<file path="src/rtl/edge_pixel_packer.sv">
// edge_pixel_packer
//   Drains an 8-bit first-word-fall-through pixel FIFO and packs four pixels per 32-bit word
//   into a downstream FIFO. It tracks the column/row position over a WIDTH x HEIGHT frame and
//   zero-pads the last partial word of each frame. It also counts edge pixels
//   (pixel >= THRESHOLD) per frame and publishes the count with a one-cycle frame_done pulse.
//
// Ports
//   clock       rising-edge clock
//   reset       synchronous, active-high
//   in_dout     pixel at the head of the input FIFO (valid while !in_empty)
//   in_empty    input FIFO empty
//   in_rd_en    pop the input FIFO; in_dout is consumed in the same cycle
//   out_din     packed word; the first pixel is in [7:0], pixel k is in [8k+7:8k]
//   out_full    output FIFO full
//   out_wr_en   write out_din into the output FIFO
//   frame_done  one-cycle pulse in the cycle after the last word of a frame is written
//   edge_count  edge-pixel count of the last completed frame
module edge_pixel_packer #(
  parameter int unsigned WIDTH     = 720,
  parameter int unsigned HEIGHT    = 540,
  parameter int unsigned THRESHOLD = 128,
  parameter int unsigned CNT_W     = $clog2(WIDTH * HEIGHT + 1)
) (
  input  logic             clock,
  input  logic             reset,
  input  logic [7:0]       in_dout,
  input  logic             in_empty,
  output logic             in_rd_en,
  output logic [31:0]      out_din,
  input  logic             out_full,
  output logic             out_wr_en,
  output logic             frame_done,
  output logic [CNT_W-1:0] edge_count
);

  localparam int unsigned ColW = (WIDTH > 1) ? $clog2(WIDTH) : 1;
  localparam int unsigned RowW = (HEIGHT > 1) ? $clog2(HEIGHT) : 1;
  localparam logic [ColW-1:0] ColLast = ColW'(WIDTH - 1);
  localparam logic [RowW-1:0] RowLast = RowW'(HEIGHT - 1);
  localparam logic [7:0]      Thresh  = 8'(THRESHOLD);

  typedef enum logic [0:0] {SCollect, SEmit} state_e;

  state_e            state_q, state_d;
  logic [ColW-1:0]   col_q, col_d;
  logic [RowW-1:0]   row_q, row_d;
  logic [1:0]        byte_idx_q, byte_idx_d;
  logic [31:0]       word_q, word_d;
  logic [CNT_W-1:0]  acc_cnt_q, acc_cnt_d;
  logic              last_q, last_d;        // held word closes the frame
  logic [CNT_W-1:0]  edge_count_q, edge_count_d;
  logic              frame_done_q, frame_done_d;
  logic              px_last;

  always_comb begin
    state_d      = state_q;
    col_d        = col_q;
    row_d        = row_q;
    byte_idx_d   = byte_idx_q;
    word_d       = word_q;
    acc_cnt_d    = acc_cnt_q;
    last_d       = last_q;
    edge_count_d = edge_count_q;
    frame_done_d = 1'b0;
    in_rd_en     = 1'b0;
    out_wr_en    = 1'b0;
    px_last      = 1'b0;

    unique case (state_q)
      SCollect: begin
        in_rd_en = !in_empty;
        if (!in_empty) begin
          word_d[8*byte_idx_q +: 8] = in_dout;
          byte_idx_d = byte_idx_q + 2'd1;
          if (in_dout >= Thresh) begin
            acc_cnt_d = acc_cnt_q + 1'b1;
          end
          px_last = (col_q == ColLast) && (row_q == RowLast);
          if (col_q == ColLast) begin
            col_d = '0;
            // On the frame's last pixel the row stays put; it is cleared when the word is written.
            if (!px_last) begin
              row_d = row_q + 1'b1;
            end
          end else begin
            col_d = col_q + 1'b1;
          end
          last_d = px_last;
          if ((byte_idx_q == 2'd3) || px_last) begin
            state_d = SEmit;
          end
        end
      end
      SEmit: begin
        out_wr_en = !out_full;
        if (!out_full) begin
          word_d     = '0;
          byte_idx_d = '0;
          last_d     = 1'b0;
          state_d    = SCollect;
          if (last_q) begin
            col_d        = '0;
            row_d        = '0;
            edge_count_d = acc_cnt_q;
            acc_cnt_d    = '0;
            frame_done_d = 1'b1;
          end
        end
      end
      default: state_d = SCollect;
    endcase

    // Neither handshake may fire in a reset cycle; the state update is discarded anyway.
    if (reset) begin
      in_rd_en  = 1'b0;
      out_wr_en = 1'b0;
    end
  end

  always_ff @(posedge clock) begin
    if (reset) begin
      state_q      <= SCollect;
      col_q        <= '0;
      row_q        <= '0;
      byte_idx_q   <= '0;
      word_q       <= '0;
      acc_cnt_q    <= '0;
      last_q       <= 1'b0;
      edge_count_q <= '0;
      frame_done_q <= 1'b0;
    end else begin
      state_q      <= state_d;
      col_q        <= col_d;
      row_q        <= row_d;
      byte_idx_q   <= byte_idx_d;
      word_q       <= word_d;
      acc_cnt_q    <= acc_cnt_d;
      last_q       <= last_d;
      edge_count_q <= edge_count_d;
      frame_done_q <= frame_done_d;
    end
  end

  assign out_din    = word_q;
  assign frame_done = frame_done_q;
  assign edge_count = edge_count_q;

endmodule

</file>
<file path="config.mk">
export PLATFORM = sky130hd
export DESIGN_NAME = edge_pixel_packer
export DESIGN_NICKNAME = d
export VERILOG_FILES = /design/src/rtl/edge_pixel_packer.sv
export SDC_FILE = /design/constraint.sdc
export NUM_CORES = 1
export LEC_CHECK = 0
export CAP_MARGIN = 15
export CORE_MARGIN = 2
export CORE_UTILIZATION = 53
export DETAILED_ROUTE_END_ITERATION = 6
export GPL_ROUTABILITY_DRIVEN = 0
export PLACE_DENSITY_LB_ADDON = 0.12
export REMOVE_ABC_BUFFERS = 1
export SYNTH_ARGS = -nofsm -noshare
export SYNTH_HDL_FRONTEND = slang
export SYNTH_SLANG_ARGS = --single-unit
</file>
<file path="constraint.sdc">
create_clock -name clock -period 2.14 [get_ports clock]
set_input_delay 0.642 -clock clock [delete_from_list [all_inputs] [get_ports clock]]
set_output_delay 0.642 -clock clock [all_outputs]
set_load 0.02 [all_outputs]
</file>
==> summary.txt, run 1 <==
status - completed
pin count of the biggest net entering global routing - 38
met3 Track Usage GR - 6.90%
area of the mapped netlist - 4080 sq um
Clk Tree Root Cell - clkbuf_8
Iteration-0 DRC Markers - 216
Vias/cell - 5.43
GRT busiest layer - met2
max-cap check violation count - 0
switching power - 784 uW
DRC viols - 0
Combinational Power Share - 7.0%
worst skew pair latency - 0.35 ns
total number of vias - 3592
CTS tree - done
total core area - 7370 sq um
share of cells above drive strength 1 - 15.8%
slowest stage delay, CP - 0.50 ns
GRT Total Usage - 23.6%
FFs w/ async S/R, synth - 0%
sinks on the clock net - 95
Period minus WS final - 2.10 ns
initial antenna violation count - 0
period utilisation layout - 98.2%
DIE AREA - 8410 sq um
sequential share of power - 54.1%
cts bufs inserted - 9
Detailed Routing Iterations Pass 1 - 5
Max Root-Sink Buffers - 2
Setup TNS Final - 0 ns
most frequent cells in the layout - 95 x dfxtp_1, 69 x nand2_1, 65 x nor2_1
GRT met1 Usage - 30.6%
peak supply drop - 0.606 mV
max-slew violation count - 0
# IOs - 66
post-DP HPWL - 6.73 mm
Power Density - 621 nW/um^2
Max transition margin - 70.7%
fmax - 0.476 GHz
clock skew - 0.00362 ns
sequential cell area fraction in the yosys report - 46.6%
Yosys Warn Count - 0
Mapped Cells - 465
Cell Chain, Critical Path - clkdlybuf4s50_1 -> or3b_4 -> buf_4 -> nand2_1 -> nand3_2 -> or3_1 -> a21oi_2
synthesis-stage register bit count - 95
wire per inst - 14.7 microns
EDFF count, synth - 0
critical path's slowest cell - clkdlybuf4s50_1
row count - 31
HP Class - flip-flop to flip-flop
Worst setup EP type - flip-flop
dpl cell area - 5020 sq um
Initial Util - 55.3%
setup violators final - 0
Final Cell Area - 5350 sq um
Worst-path clk slew - 0.09 ns
Antenna Violating Nets Remaining - 0
CP Class - input pin to flip-flop
final WL - 9.74 mm
Antenna Cells - 0
Die Y-Extent - 91.7 microns
Setup crit start kind - input pin
first-pass GRT wire length - 16.2 mm
Crit Path Max Fanout - 5
DIE WIDTH - 91.7 microns
WP data required - 2.43 ns
sw frac - 23.6%
final hold violations - 0
syn avg cell area - 8.77 sq um
vias in the first global route - 3416
Pleak - 0.00196 uW
Int Pwr - 2540 uW
Top FF cell, synth - dfxtp_1
worst path arrival time - 2.39 ns
nets@finish - 577
Yosys cell types - 49
slew at the pin with the worst max-slew slack - 0.438 ns
Area Growth Syn to Fin - 31.1%
PortBufs - 65
most common cell after layout, fill and taps aside - dfxtp_1
total congestion overflow - 0
met2 usage - 38.9%
clock share of power - 38.8%
H-tree depth - 3
==> worst paths after layout <==
path,to,slack (ns),cells past startpoint,start
setup / recovery,acc_cnt_q[8]$_SDFFE_PP0P_,0.04,7,in_dout[7]
hold / removal,edge_count[5]$_SDFFE_PP0P_,0.45,2,edge_count[5]$_SDFFE_PP0P_
setup reg to reg,row_q[6]$_SDFFE_PP0P_,0.18,6,col_q[0]$_SDFFE_PP0P_
hold reg to reg,edge_count[5]$_SDFFE_PP0P_,0.45,2,edge_count[5]$_SDFFE_PP0P_
==> cells in the mapped netlist, types with 2 or more instances <==
| library cell | instances | area, sq um |
|---|---|---|
| nand2b_1 | 3 | 18.8 |
| nor4_2 | 6 | 75.1 |
| dfxtp_1 | 95 | 1900 |
| clkbuf_1 | 16 | 60.1 |
| buf_6 | 2 | 22.5 |
| ha_1 | 7 | 87.6 |
| nand3_1 | 19 | 95.1 |
| and3_1 | 6 | 37.5 |
| nand2_1 | 69 | 259 |
| inv_1 | 9 | 33.8 |
| or3_1 | 3 | 18.8 |
| xnor2_1 | 14 | 123 |
| o211a_1 | 3 | 30.0 |
| xor2_1 | 10 | 87.6 |
| or4b_1 | 2 | 20.0 |
| nor2_1 | 66 | 248 |
| a22oi_1 | 26 | 195 |
| nor3_1 | 7 | 35.0 |
| nand4_1 | 8 | 50.1 |
| o21ai_0 | 11 | 55.1 |
| nor4b_1 | 2 | 17.5 |
| nor3_2 | 3 | 30.0 |
| and4_1 | 2 | 17.5 |
| nor4_4 | 3 | 63.8 |
| a21oi_1 | 40 | 200 |
| a31oi_1 | 2 | 12.5 |
| nor2b_1 | 4 | 25.0 |
| nand3b_1 | 3 | 22.5 |
| a21o_1 | 2 | 15.0 |
| buf_2 | 2 | 10.0 |
| a21oi_2 | 2 | 17.5 |
==> metal layers <==
layer  up-vias  routed length [microns]
li1       1805                        -
met1      1694                     4350
met2        84                     4740
met3         9                      553
met4         0                       94
met5         -                        0
==> power by group through the flow <==
| stage | Sequential [uW] | Combinational, uW | Clock, uW |
|---|---|---|---|
| finish | 1800 | 234 | 1290 |
| global route | 1800 | 255 | 1410 |
| CTS | 1800 | 230 | 1320 |
| detailed placement | 1840 | 225 | 0 |
| global placement | 1840 | 221 | 0 |
| floorplan | 1840 | 90.2 | 0 |
==> metrics by stage <==
step	power, uW	util, %	worst slack, ns	std cells	hold slack (ns)
2_1_floorplan	1930	-	-0.171	444	0.438
3_5_place_dp	2060	68.1	-0.424	642	0.444
4_1_cts	3340	71.2	0.000402	658	0.455
3_3_place_gp	2060	68.1	-0.413	642	0.439
5_1_grt	3460	72.6	-0.0365	662	0.473
6_report	3320	72.6	0.0385	662	0.455
==> cells by family (layout without fill, tap and decap cells) <==
kind of cell,count (synthesis),after routing,share of synthesized area (%)
AOI/OAI and AO/OA,92,92,14.5
xor gates and xnor gates,24,24,5.15
adders and majority gates,7,7,2.15
buffers and inverters,30,128,3.19
DFF,95,95,46.6
muxes,2,2,0.521
and+or+nand+nor,215,215,27.9
==> timing repair <==
item,4_1_cts,5_1_grt
pin swaps,1,4
setup buffers,0,4
endpoints found under the setup margin,23,31
resized for setup,14,14
hold buffers,0,0
==> worst max-delay path: cells and delay by family <==
family	cells	cell delay (ns)
AOI/OAI and AO/OA	1	0.13
buffers and inverters	2	0.66
and+or+nand+nor	4	0.95
==> layout make-up <==
cell class                 instances  area [sq um]
clock buffer                       9           124
fill                             555          2020
timing repair buffer             103           953
tap                               99           124
inverter                           9          33.8
sequential                        95          1900
multi-input combinational        340          2110
clock inverter                     7          97.6
==> state kept, by name (all words and copies together), names as in the netlist <==
name and flops:
acc_cnt_q 19, byte_idx_q 2, col_q 10, edge_count 19
frame_done 1, last_q 1, out_din 32, row_q 10
state_q 1
Power figures use the tool's default switching activity.
==> run 2, diff against run 1 <==
--- a/config.mk
+++ b/config.mk
@@ -8,6 +8,7 @@
 export CAP_MARGIN = 15
 export CORE_MARGIN = 2
 export CORE_UTILIZATION = 53
+export CTS_BUF_LIST = sky130_fd_sc_hd__clkbuf_16
 export DETAILED_ROUTE_END_ITERATION = 6
 export GPL_ROUTABILITY_DRIVEN = 0
 export PLACE_DENSITY_LB_ADDON = 0.12
==> run 2 against run 1 <==
Compared with the run above: clock skew increased by 0.0011 ns; final cell count increased by 0.15%; total power increased by 13%; first-iteration DRC count decreased by 23%; sequential cell count unchanged; worst hold slack got worse by 0.0034 ns; critical path type is now flip-flop to primary output; die area unchanged; fmax increased by 6.3%; sequential share of layout area decreased by 0.56 points.
==> summary.txt, run 2 (synthesis gave the netlist of run 1 again) <==
# IOs - 66 (unchanged)
sinks on the clock net - 95 (unchanged)
Initial Util - 55.3% (unchanged)
setup violators final - 0 (unchanged)
total number of vias - 3641 (+1.4%)
critical path's slowest cell - clkdlybuf4s50_1
first-pass GRT wire length - 16.3 mm (+0.64%)
most frequent cells in the layout - 95 x dfxtp_1, 69 x nand2_1, 66 x nor2_1
Detailed Routing Iterations Pass 1 - 5 (unchanged)
vias in the first global route - 3501 (+2.5%)
worst skew pair latency - 0.34 ns (about the same)
initial antenna violation count - 0 (unchanged)
hold slack - 0.451 ns (-0.00344 ns)
H-tree depth - 3 (unchanged)
slew at the pin with the worst max-slew slack - 0.423 ns (-0.0147 ns)
Non-Filler Instances - 663 (+0.15%)
Max transition margin - 71.7% (+0.95 points)
CP bufs+invs - 1 (-1)
most common cell after layout, fill and taps aside - dfxtp_1
Power Density - 691 nW/um^2 (+11%)
met3 Track Usage GR - 6.90% (unchanged)
area taken by multi-input logic gates - 2090 sq um (-1.1%)
Cell Chain, Critical Path - clkdlybuf4s50_1
Critical Path Stages - 1 (-6)
worst path arrival time - 1.34 ns (-1.05 ns)
post-DP HPWL - 6.73 mm (unchanged)
dpl ws - -0.424 ns (unchanged)
Die Y-Extent - 91.7 microns (unchanged)
GRT busiest layer - met2
fmax - 0.506 GHz (+6.3%)
GRT Total Usage - 23.9% (+0.33 points)
final WL - 10.0 mm (+2.7%)
DIE AREA - 8410 sq um (unchanged)
cell family with most CP delay - buffers and inverters
number of hold buffers added after cts - 0 (unchanged)
Pleak - 0.00200 uW (+2.1%)
Crit Path Max Fanout - 2 (-3)
share of cells above drive strength 1 - 15.4% (-0.38 points)
Setup crit start kind - flip-flop
Max Root-Sink Buffers - 2 (unchanged)
nets@finish - 578 (+0.17%)
Worst setup EP type - primary output
Clk Tree Root Cell - clkbuf_16
clock skew - 0.00475 ns (+0.00112 ns)
final hold violations - 0 (unchanged)
Antenna Violating Nets Remaining - 0 (unchanged)
Worst-path clk slew - 0.07 ns (-0.02 ns)
cts bufs inserted - 9 (unchanged)
RSZ-0062 raised after global routing - false
r2r worst-path depth - 6 (unchanged)
Worst Setup Slack, final - 0.163 ns (+0.124 ns)
Fill cells - 539 (-2.9%)
pin count of the biggest net entering global routing - 38 (unchanged)
CP Class - flip-flop to primary output
CTS tree - done
max-slew violation count - 0 (unchanged)
slowest stage delay, CP - 0.65 ns (+0.15 ns)
Setup TNS Final - 0 ns (unchanged)
period utilisation layout - 92.4% (-5.8 points)
wire per inst - 15.1 microns (+2.6%)
PortBufs - 65 (unchanged)
post-layout util - 73.7% (+1.2 points)
HP Class - flip-flop to flip-flop
Area Growth Syn to Fin - 33.2%
GRT met1 Usage - 30.3% (-0.26 points)
DIE WIDTH - 91.7 microns (unchanged)
total congestion overflow - 0 (unchanged)
Period minus WS final - 1.98 ns (-0.124 ns)
Inst Count DP - 642 (unchanged)
status - completed
DRC viols - 0 (unchanged)
Antenna Cells - 0 (unchanged)
Vias/cell - 5.49 (+1.2%)
max-cap check violation count - 0 (unchanged)
peak supply drop - 0.490 mV (-19%)
WP data required - 1.50 ns (-0.93 ns)
hold path cells - 2 (unchanged)
total core area - 7370 sq um (unchanged)
met2 usage - 38.4% (-0.55 points)
Iteration-0 DRC Markers - 167 (-23%)
Sequential Area - 1900 sq um (unchanged)
Largest register FFs - 32 (unchanged)
row count - 31 (unchanged)
## run 2: where the power goes
group,switching (uW),total (uW),internal [uW]
clock network,696,1720,1030
logic,142,236,94.8
registers,15.9,1800,1780
## run 2: worst register-to-register path: cells and delay by family, from the launching register on
kind	cells	cell delay [ns]
buffers and inverters	1	0.16
adder cells (fa/ha/maj)	1	0.47
AND/OR/NAND/NOR	3	0.64
AO/OA/AOI/OAI	1	0.13
flip-flops	1	0.51
## run 2: stage by stage
| step | power [uW] | area (sq um) |
|---|---|---|
| floorplan | 1930 | 3980 |
| global placement | 2060 | 5020 |
| detailed placement | 2060 | 5020 |
| CTS | 3780 | 5360 |
| global route | 3880 | 5430 |
| finish | 3760 | 5430 |
## run 2: final cells by class
type                       count  share of cell area (%)
inverter                       9                   0.622
tap                           99                    2.28
sequential                    95                    35.0
clock buffer                   9                    4.15
timing repair buffer         104                    17.7
clock inverter                 7                    1.80
multi-input combinational    340                    38.5
## run 2: what timing repair did
item                                   CTS  global route
buffers inserted                         0             5
pin swaps                                1             6
endpoints found under the hold margin    0             0
setup endpoints to repair               41            42
gates resized for setup                 15             8
## run 2: path summary, 6_finish.rpt
| kind | startpoint | to | slack (ns) |
|---|---|---|---|
| max | out_din[1]$_SDFFE_PP0P_ | out_din[1] | 0.16 |
| min | edge_count[5]$_SDFFE_PP0P_ | edge_count[5]$_SDFFE_PP0P_ | 0.45 |
| max reg2reg | byte_idx_q[0]$_SDFFE_PP0P_ | out_din[20]$_SDFFE_PP0P_ | 0.17 |
| min reg2reg | edge_count[5]$_SDFFE_PP0P_ | edge_count[5]$_SDFFE_PP0P_ | 0.45 |
## run 2: routing by layer
metal	vias to the layer above	share of wire [%]
met5	-	0
met4	0	1.6
met3	16	6.3
met2	89	49
met1	1732	43
li1	1804	-
==> run 3, diff against run 2 <==
--- a/config.mk
+++ b/config.mk
@@ -6,7 +6,6 @@
 export NUM_CORES = 1
 export LEC_CHECK = 0
 export CAP_MARGIN = 15
-export CORE_MARGIN = 2
 export CORE_UTILIZATION = 53
 export CTS_BUF_LIST = sky130_fd_sc_hd__clkbuf_16
 export DETAILED_ROUTE_END_ITERATION = 6
==> run 3 against run 2 <==
Compared with the run above: total power down 4.3%; design area down 1.8%; worst hold slack got worse by 0.00086 ns; core utilization shrank 0.94 points; sequential power barely moved; critical path depth increased by 2; via count shrank 2.0%; critical path type unchanged; highest routed layer unchanged.
==> summary.txt, run 3 (synthesis gave the netlist of run 1 again) <==
Detailed Routing Iterations Pass 1 - 4 (-1)
worst path arrival time - 1.35 ns (about the same)
share of cells above drive strength 1 - 13.9% (-1.5 points)
Initial Util - 55.6% (+0.29 points)
peak supply drop - 0.502 mV (+2.6%)
total core area - 7330 sq um (-0.53%)
pin count of the biggest net entering global routing - 38 (unchanged)
Worst Setup Slack, final - 0.144 ns (-0.0187 ns)
final hold violations - 0 (unchanged)
max-slew violation count - 0 (unchanged)
Crit Path Max Fanout - 6 (+4)
Non-Filler Instances - 660 (-0.45%)
# IOs - 66 (unchanged)
most frequent cells in the layout - 95 x dfxtp_1, 69 x nand2_1, 66 x nor2_1
post-layout util - 72.8% (-0.94 points)
critical path's slowest cell - dfxtp_1
hold path cells - 2 (unchanged)
HP Start - out_din[7]$_SDFFE_PP0P_
power consumption - 3590 uW (-4.3%)
cts bufs inserted - 9 (unchanged)
fmax - 0.501 GHz (-0.94%)
row count - 31 (unchanged)
DIE AREA - 8050 sq um (-4.3%)
Period minus WS final - 2.00 ns (+0.0187 ns)
number of hold buffers added after cts - 0 (unchanged)
DR WL met3 - 539 microns (-15%)
WL met2 - 4.66 mm (-4.5%)
Worst-path clk slew - 0.06 ns (about the same)
most common cell after layout, fill and taps aside - dfxtp_1
nets@finish - 576 (-0.35%)
max-cap check violation count - 0 (unchanged)
final WL - 9.61 mm (-3.9%)
CP Class - flip-flop to primary output
post-DP HPWL - 6.70 mm (-0.43%)
WP data required - 1.50 ns (about the same)
status - completed
CTS tree - done
slew at the pin with the worst max-slew slack - 0.558 ns (+0.134 ns)
wire per inst - 14.6 microns (-3.5%)
setup violators final - 0 (unchanged)
hold path endpoint - out_din[7]$_SDFFE_PP0P_
Inst Count DP - 643 (+0.16%)
r2r worst-path depth - 7 (+1)
HP Class - flip-flop to flip-flop
initial antenna violation count - 0 (unchanged)
Worst setup EP type - primary output
Largest register FFs - 32 (unchanged)
Vias/cell - 5.41 (-1.6%)
PortBufs - 65 (unchanged)
met1 wire length - 4.28 mm (-1.2%)
total congestion overflow - 0 (unchanged)
Setup crit start kind - flip-flop
Iteration-0 DRC Markers - 204 (+22%)
DRC viols - 0 (unchanged)
slowest stage delay, CP - 0.45 ns (-0.20 ns)
DIE WIDTH - 89.7 microns (-2.2%)
clock skew - 0.00722 ns (+0.00247 ns)
total number of vias - 3568 (-2.0%)
Antenna Cells - 0 (unchanged)
R2R Path End - out_din[14]$_SDFFE_PP0P_
worst skew pair latency - 0.34 ns (about the same)
Pleak - 0.00197 uW (-1.2%)
Area Growth Syn to Fin - 30.8%
sinks on the clock net - 95 (unchanged)
H-tree depth - 3 (unchanged)
max layer used - met4
Clk Tree Root Cell - clkbuf_16
Power Density - 674 nW/um^2 (-2.6%)
Setup TNS Final - 0 ns (unchanged)
first-pass GRT wire length - 16.4 mm (+1.1%)
vias in the first global route - 3463 (-1.1%)
period utilisation layout - 93.3% (+0.87 points)
RSZ-0062 raised after global routing - false
Max transition margin - 62.6% (-9.0 points)
Die Y-Extent - 89.7 microns (-2.2%)
GRT Total Usage - 24.8% (+0.89 points)
Antenna Violating Nets Remaining - 0 (unchanged)
Cell Chain, Critical Path - inv_1 -> nor3_1 -> buf_2
flop2flop setup slack - 0.16 ns (about the same)
dpl ws - -0.449 ns (-0.0257 ns)
Max Root-Sink Buffers - 2 (unchanged)
reg-to-reg startpoint - byte_idx_q[0]$_SDFFE_PP0P_
-- run 3: changes by cell type in the layout (fill, tap and decap cells not counted), moves of 2 or more --
cell	previous run	this run
buf_6	0	2
clkinv_2	1	3
buf_12	2	0
a21oi_1	37	40
clkinv_4	2	0
a21oi_2	5	2
buf_4	37	35
-- run 3: worst max-delay path by stage --
stage / startpoint / endpoint / slack (ns) / cells after the start
finish: state_q$_SDFF_PP0_ / out_wr_en / 0.14 / 3
floorplan: state_q$_SDFF_PP0_ / col_q[0]$_SDFFE_PP0P_ / -0.17 / 5
global placement: in_dout[7] / acc_cnt_q[18]$_SDFFE_PP0P_ / -0.36 / 6
detailed placement: in_dout[7] / acc_cnt_q[13]$_SDFFE_PP0P_ / -0.45 / 6
global route: state_q$_SDFF_PP0_ / out_wr_en / 0.04 / 3
CTS: in_dout[7] / acc_cnt_q[9]$_SDFFE_PP0P_ / 0.006 / 8
-- run 3: power by group --
group | internal [uW] | switching, uW
clock network | 897 | 673
logic | 94.4 | 132
registers | 1780 | 14.2
total | 2770 | 819
-- run 3: critical path: cells and delay by family, from the launching register on --
kind	cells	cell delay (ns)
flops	1	0.45
simple gates	1	0.20
buf+inv	2	0.37
-- run 3: area by class of cell --
cell class	count	area, sq um
Sequential cell	95	1900
Clock inverter	6	61.3
Clock buffer	9	225
Multi-Input combinational cell	340	2060
Tap cell	99	124
Inverter	9	33.8
Fill cell	544	2000
Timing Repair Buffer	102	928
-- run 3: metal layers --
| metal | up-vias | GRT usage, % |
|---|---|---|
| li1 | 1801 | - |
| met1 | 1678 | 30.8 |
| met2 | 78 | 41.6 |
| met3 | 11 | 7.11 |
| met4 | 0 | 7.65 |
| met5 | - | 0 |
-- run 3: per-stage QoR --
step                hold slack (ns)  instance area (sq um)
finish                        0.451                   5340
floorplan                     0.438                   3980
CTS                           0.452                   5310
global route                  0.466                   5340
detailed placement            0.443                   5010
global placement              0.439                   5010
-- run 3: timing repair --
action                                  in CTS  in global routing
pin swaps                                    0                  3
endpoints found under the setup margin      12                 31
gates cloned                                 0                  0
setup buffers                                0                  2
gates resized for setup                     13                  5
